**config.mk**
```make
export PLATFORM = sky130hd
export DESIGN_NAME = output_packet_tx
export DESIGN_NICKNAME = d
export VERILOG_FILES = /design/src/rtl/output_packet_tx.sv
export SDC_FILE = /design/constraint.sdc
export NUM_CORES = 1
export LEC_CHECK = 0
export ABC_AREA = 0
export CAP_MARGIN = 25
export CORE_AREA = 4 4 63 65
export CTS_CLUSTER_SIZE = 16
export DETAILED_ROUTE_END_ITERATION = 10
export DIE_AREA = 0 0 67 69
export PLACE_DENSITY = 0.87
export SLEW_MARGIN = 0
export SYNTH_ARGS = -nofsm -noshare
export SYNTH_HDL_FRONTEND = slang
export SYNTH_SLANG_ARGS = --single-unit
```
**constraint.sdc**
```tcl
create_clock -name clk_50 -period 6.6 [get_ports clk_50]
set_input_delay 1.32 -clock clk_50 [delete_from_list [all_inputs] [get_ports clk_50]]
set_output_delay 1.32 -clock clk_50 [all_outputs]
set_load 0.005 [all_outputs]
```
**src/rtl/output_packet_tx.sv**
```systemverilog
// Serial frame transmitter: a HEADER_BYTE then 4 buffered payload bytes, MSB first.
// The next byte is prefetched while the current one shifts, so bytes leave back-to-back.
module output_packet_tx #(
  parameter logic [7:0] HEADER_BYTE  = 8'hA5,
  parameter int         CLKS_PER_BIT = 50
) (
  input  logic       clk_50,
  input  logic       reset_n,
  input  logic       pkt_ready,
  input  logic [7:0] rd_data,
  output logic       read_buffer,
  output logic       tx_serial,
  output logic       tx_frame,
  output logic       byte_complete,
  output logic       busy
);
  localparam int CW = (CLKS_PER_BIT > 1) ? $clog2(CLKS_PER_BIT) : 1;
  localparam logic [CW-1:0] CLK_MAX = CW'(CLKS_PER_BIT - 1);

  typedef enum logic [1:0] {IDLE, HEADER, DATA, GAP} state_t;

  state_t        state_q, state_d;
  logic [CW-1:0] clk_cnt_q, clk_cnt_d;
  logic [2:0]    bit_cnt_q, bit_cnt_d;
  logic [1:0]    byte_idx_q, byte_idx_d;
  logic [7:0]    shift_q, shift_d;
  logic [7:0]    hold_q, hold_d;
  logic          rd_pend_q, rd_pend_d;
  logic          read_buffer_q, read_buffer_d;
  logic          tx_serial_q, tx_serial_d;
  logic          tx_frame_q, tx_frame_d;
  logic          byte_complete_q, byte_complete_d;
  logic          busy_q, busy_d;

  always_comb begin
    state_d    = state_q;
    clk_cnt_d  = clk_cnt_q;
    bit_cnt_d  = bit_cnt_q;
    byte_idx_d = byte_idx_q;
    shift_d    = shift_q;
    unique case (state_q)
      IDLE: if (pkt_ready) begin
        state_d    = HEADER;
        shift_d    = HEADER_BYTE;
        byte_idx_d = 2'd0;
        clk_cnt_d  = '0;
        bit_cnt_d  = 3'd7;
      end
      HEADER, DATA: begin
        if (clk_cnt_q == CLK_MAX) begin
          clk_cnt_d = '0;
          if (bit_cnt_q == 3'd0) begin
            bit_cnt_d = 3'd7;
            if (state_q == HEADER) begin
              state_d    = DATA;
              shift_d    = hold_q;
              byte_idx_d = 2'd0;
            end else if (byte_idx_q != 2'd3) begin
              shift_d    = hold_q;
              byte_idx_d = byte_idx_q + 2'd1;
            end else begin
              state_d = GAP;
            end
          end else begin
            bit_cnt_d = bit_cnt_q - 3'd1;
            shift_d   = {shift_q[6:0], 1'b0};
          end
        end else begin
          clk_cnt_d = clk_cnt_q + 1'b1;
        end
      end
      GAP: state_d = IDLE;
      default: state_d = IDLE;
    endcase
  end

  // Outputs are registered from the next-state view so they line up with the state they describe.
  always_comb begin
    tx_frame_d      = (state_d == HEADER) || (state_d == DATA);
    tx_serial_d     = tx_frame_d & shift_d[7];
    busy_d          = (state_d != IDLE);
    byte_complete_d = tx_frame_d && (clk_cnt_d == CLK_MAX) && (bit_cnt_d == 3'd0);
    read_buffer_d   = tx_frame_d && (clk_cnt_d == '0) && (bit_cnt_d == 3'd7) &&
                      ((state_d == HEADER) || (byte_idx_d != 2'd3));
    // Buffer data arrives the cycle after the pop pulse.
    rd_pend_d       = read_buffer_q;
    hold_d          = rd_pend_q ? rd_data : hold_q;
  end

  always_ff @(posedge clk_50 or negedge reset_n) begin
    if (!reset_n) begin
      state_q         <= IDLE;
      clk_cnt_q       <= '0;
      bit_cnt_q       <= 3'd0;
      byte_idx_q      <= 2'd0;
      shift_q         <= 8'd0;
      hold_q          <= 8'd0;
      rd_pend_q       <= 1'b0;
      read_buffer_q   <= 1'b0;
      tx_serial_q     <= 1'b0;
      tx_frame_q      <= 1'b0;
      byte_complete_q <= 1'b0;
      busy_q          <= 1'b0;
    end else begin
      state_q         <= state_d;
      clk_cnt_q       <= clk_cnt_d;
      bit_cnt_q       <= bit_cnt_d;
      byte_idx_q      <= byte_idx_d;
      shift_q         <= shift_d;
      hold_q          <= hold_d;
      rd_pend_q       <= rd_pend_d;
      read_buffer_q   <= read_buffer_d;
      tx_serial_q     <= tx_serial_d;
      tx_frame_q      <= tx_frame_d;
      byte_complete_q <= byte_complete_d;
      busy_q          <= busy_d;
    end
  end

  assign read_buffer   = read_buffer_q;
  assign tx_serial     = tx_serial_q;
  assign tx_frame      = tx_frame_q;
  assign byte_complete = byte_complete_q;
  assign busy          = busy_q;
endmodule

```
**After elaboration in Yosys (flattened, before gate mapping)**

Cells that the tools add are included.

- Reductions and logical operators: 15
- Muxes and demuxes: 25
- Add/subtract/negate cells: 3
- Bitwise operators: 1
- Equal/unequal tests: 13

Operator list:

| operator | count |
|---|---|
| 8-bit 2-to-1 mux | 5 |
| 2-bit 2-to-1 mux | 10 |
| 8-bit one-hot mux with 2 select lines | 1 |
| 6-bit == test, second input constant | 2 |
| 6-bit 2-to-1 mux | 2 |
| 6-bit one-hot mux with 2 select lines | 1 |
| 3-bit 2-to-1 mux | 3 |
| 2-bit != test, second input constant | 4 |
| 6-bit by 1-bit adder with 6-bit output, second input constant | 1 |
| 2-bit == test, second input constant | 3 |
| 3-bit zero test | 2 |
| 6-bit zero test | 1 |
| 2-bit one-hot mux with 3 select lines | 1 |
| 3-bit one-hot mux with 2 select lines | 1 |
| 1-bit logical AND | 5 |
| 2-bit by 1-bit == test with 1-bit output, second input constant | 2 |
| 4-bit != test, second input constant | 1 |
| 2-bit one-hot mux with 2 select lines | 1 |
| 4-bit AND reduction | 1 |
| 2-bit nonzero test | 2 |
| 3-bit == test, second input constant | 1 |
| 3-bit by 1-bit subtractor with 3-bit output, second input constant | 1 |
| 2-bit by 1-bit adder with 2-bit output, second input constant | 1 |
| 2-bit zero test | 1 |
| other kinds (3) | 4 |

- Bits of input ports: 11
- Output and inout bits: 5
- Word-level logic and storage cells: 70
- Bits in registers: 35

**Depth between registers and ports, before layout**

- Depth after elaboration: 11
- Depth in mapped cells: 10
- Mapped depth without buffers: 10

**Worst setup path after synthesis**

OpenSTA, ideal clock, no wires.

- Path type: in2reg
- Start: input pkt_ready
- End: register byte_complete_q (netlist: byte_complete)
- Arrival time: 2.590 ns
- Library setup time: 0.067 ns
- Slack: 3.943 ns
- Buffers on the path: 1
- Stages: 6
- Required time: 6.533 ns
- Cell sequence: nor2b_1 > clkbuf_1 > a32oi_1 > ha_1 > nor4_1 > and4bb_2

- Word-level cells in the longest chain between the ends: 6
- Elaborated cells on any way between the ends: 13
- Those cells by class: 3 x eq/ne; 6 x mux; 4 x reduce/logical

Ends and longest elaborated chain:

| what | line | source |
|---|---|---|
| from (decl) | 9 | `input logic pkt_ready,` |
| 2-bit 2-to-1 mux | 42 | `IDLE: if (pkt_ready) begin` |
| 2-bit one-hot mux with 3 select lines | 41 | `unique case (state_q)` |
| 2-bit by 1-bit == test with 1-bit output / 2-bit == test (equally long branches) | 79 | `tx_frame_d = (state_d == HEADER) \|\| (state_d == DATA);` |
| 1-bit logical OR | 79 |  |
| 1-bit logical AND | 82 | `byte_complete_d = tx_frame_d && (clk_cnt_d == CLK_MAX) && (bit_cnt_d == 3'd0);` |
| 1-bit logical AND (*) | 82 |  |
| net byte_complete_d | 32 | `logic byte_complete_q, byte_complete_d;` |
| to (signal assigned) | 115 | `byte_complete_q <= byte_complete_d;` |
| to (decl) | 32 |  |

Mark *: on every way through the listed nets, which the timed path passes. The rest lies on a longest branch.
A chain may end at the register's enable or synchronous reset.

**Worst setup path after layout**

- Start: register clk_cnt_q[2]
- End: register byte_complete_q (netlist: byte_complete)

- Word-level cells in the longest chain between the ends: 7
- Elaborated cells on any way between the ends: 16
- Those cells by class: 1 x add/sub; 4 x eq/ne; 7 x mux; 4 x reduce/logical

Ends and longest elaborated chain:

| what | line | source |
|---|---|---|
| from (decl) | 23 | `logic [CW-1:0] clk_cnt_q, clk_cnt_d;` |
| from (signal assigned) | 106 | `clk_cnt_q <= clk_cnt_d;` |
| parallel branches: the longest is 6 deep, another holds 6-bit by 1-bit adder with 6-bit output | -- |  |
| 1-bit logical AND (*) | 82 |  |
| net byte_complete_d | 32 |  |

Mark *: on every way through the listed nets, which the timed path passes.

==> metrics.cfg <==
[routing]
initialDrtViolationCount=155
final_antenna_net_count=0
drc=0
viasPerCell=6.208
first_pass_iters=4
vias=1583
wire_per_inst_um=17.09
wirelength_um=4357

[placed_design]
globalplace.congestion=0.9115
io_buffers=15
dp_hpwl_um=3178

[logic_synthesis]
synth_seq_cells=35
syn-num-nets=216
synth_warnings=0
ys_seq_area_share_pct=44.39
synth_edf_count=0
synth_common_cells=dfrtp_1, nand2_1, o21ai_0, inv_1, mux2_2
async_reset_ff_share_pct=100.0
synth_area_per_cell_um2=10.07
synth_cell_types=51
synth_area_leaders=dfrtp_1, mux2_2, ha_1
syn_area_mm2=0.001973
yosysTopAreaCell=dfrtp_1
synth_top_area_share_pct=44.39
synth-main-ff-cell=dfrtp_1
synthCells=196
synth_most_common_cell=dfrtp_1

[global_route]
grt_use_met1_pct=28.45
grt_pass1_wl_um=6865
grt_use_total_pct=19.30
grt-busiest-layer=met1
grt_antenna_before_repair=0
grt_use_met2_pct=27.18
overflow=0
first_global_vias=1442
grt_max_degree=36
use_met3_pct=4.708

[floorplanning]
core_mm2=0.003337
die_w_um=67
dieArea_mm2=0.004623
rows=21
start_util_pct=59.13
ioPinCount=16
die_y_um=69

[timing]
fin_skew_ns=0.01083
fin_crit_ns=3.172
hold_slack_ns=0.4719
worst_slew_pin_slew_ns=0.6179
setup_viol=0
max_freq_mhz=315.3
rsz0062_at_grt=false
setup_tns_ns=0
hold_violations=0
drv_slew=0
slew_headroom_pct=58.80
timing.final.crit_share_pct=48.06

[cts]
clock-sinks=35
cts.root.buffer_cell=clkbuf_4
cts_hold_buffers=0
cts_buffers=5
cts.clk_slew.worst_paths_ns=0.11
cts.htree.levels=2
clockBufferDepth=2
cts_tree=yes
post_cts_buffers=0
clk_latency_ns=0.34
cts_resized=0

[setup_path]
path_buf_inv=0
crit_path_start_kind=register
cpPeakStageDelay_ns=0.51
path_delay_family=simple AND/OR/NAND/NOR gates
crit_fanout=8
cp.depth=8
rr_worst_depth=8
crit_type=reg -> reg
crit_path_top_delay_cell=or3b_1
required_ns=6.89
worstSetupEndpointType=register
cp_cell_sequence=or3b_1 -> nor2_1 -> nand2_1 -> o21ai_0 -> a32oi_1 -> ha_1 -> nor4_1 -> and4bb_2
crit_arrival_ns=3.46

[power_and_ir_drop]
p_seq_share_pct=40.9
p_leak_nw=0.9479
p_per_area_mw_per_mm2=394.3
combPwrFrac_pct=40.8
intPower_uw=551.8
vdd_drop_max_v=0.0002195
swShare_pct=37.10
clkPwrFrac_pct=18.3
p_switching_uw=325.4

[cells_and_area]
syn_to_final_growth_pct=12.75
fin_nets=228
drive_gt1_share_pct=12.92
antennaDiodeCount=0

[min_path]
hold_class=reg -> reg
hold_depth=0

[run_status]
status=finished clean

[run]
max_cap_violations=0

## per-stage QoR
| step | setup slack [ns] | power, mW | area (um2) | utilization, % | std cells |
|---|---|---|---|---|---|
| 4_1_cts | 3.501 | 0.8736 | 2225 | 66.67 | 255 |
| 3_5_place_dp | 3.127 | 0.7128 | 2138 | 64.08 | 247 |
| 5_1_grt | 3.238 | 0.9309 | 2225 | 66.67 | 255 |
| 3_3_place_gp | 3.277 | 0.6935 | 2138 | 64.08 | 247 |
| 6_report | 3.428 | 0.8772 | 2225 | 66.67 | 255 |
| 2_1_floorplan | 3.943 | 0.6077 | 1973 | - | 196 |
## final cells by class
cell class | instances | area, um2
inverters | 11 | 41.29
well taps | 46 | 57.56
flip-flops and latches | 35 | 875.8
repair buffers | 16 | 157.7
fillers | 272 | 1112
clock buffers | 6 | 51.30
clock inverters | 2 | 35.03
multi-input cells | 139 | 1006
## flip-flops by register name, summed over array words and instances (netlist names)
register,count
byte_idx_q,2
tx_serial,1
shift_q,8
tx_frame,1
byte_complete,1
state_q,2
clk_cnt_q,6
rd_pend_q,1
bit_cnt_q,3
hold_q,8
busy,1
read_buffer,1
## worst paths after layout
path | startpoint | to | slack (ns)
hold reg to reg | read_buffer | rd_pend_q | 0.47
max in group asynchronous | reset_n | state_q[0] | 4.91
setup / recovery | clk_cnt_q[2] | byte_complete | 3.43
setup reg to reg | clk_cnt_q[2] | byte_complete | 3.43
hold / removal | read_buffer | rd_pend_q | 0.47
min in group asynchronous | reset_n | clk_cnt_q[3] | 1.36
## cells in the final DEF (no fill, tap or decap), types with 2 or more instances in the layout
| cell | n |
|---|---|
| or2_2 | 2 |
| a31oi_1 | 4 |
| nor2_1 | 5 |
| clkdlybuf4s50_1 | 15 |
| mux2_2 | 11 |
| dfrtp_1 | 35 |
| nand3_1 | 8 |
| a22oi_1 | 4 |
| o211ai_2 | 2 |
| o211ai_1 | 2 |
| o21ai_0 | 14 |
| and2_1 | 3 |
| o41ai_1 | 3 |
| ha_1 | 9 |
| o31ai_1 | 6 |
| nand2b_1 | 2 |
| nor2b_1 | 8 |
| nand3b_1 | 2 |
| nand2_1 | 15 |
| nand4_1 | 3 |
| o31a_1 | 3 |
| and3_1 | 2 |
| inv_1 | 11 |
| a21oi_1 | 3 |
| clkbuf_4 | 5 |
| o22ai_1 | 3 |
| nor3_1 | 2 |
## cell families after synthesis
kind of cell / share of synthesized area, %
AND/OR/NAND/NOR: 19.09
flip-flops: 44.39
multiplexers: 6.785
buffers and inverters: 4.629
AO/OA/AOI/OAI: 19.40
adder cells (fa/ha/maj): 5.707
## layer usage
metal | routed length (um) | share of wire [%]
met2 | 2006 | 46
met4 | 96 | 2.2
met3 | 291 | 6.7
met1 | 1963 | 45
met5 | 0 | 0
## power by group through the flow
stage / clock, mW / combinational (mW) / sequential [mW]
floorplan: 0 / 0.275 / 0.333
global placement: 0 / 0.336 / 0.357
detailed placement: 0 / 0.351 / 0.362
CTS: 0.163 / 0.353 / 0.357
global route: 0.170 / 0.392 / 0.369
finish: 0.161 / 0.358 / 0.359
No activity file was read; power rests on OpenSTA's default activity.
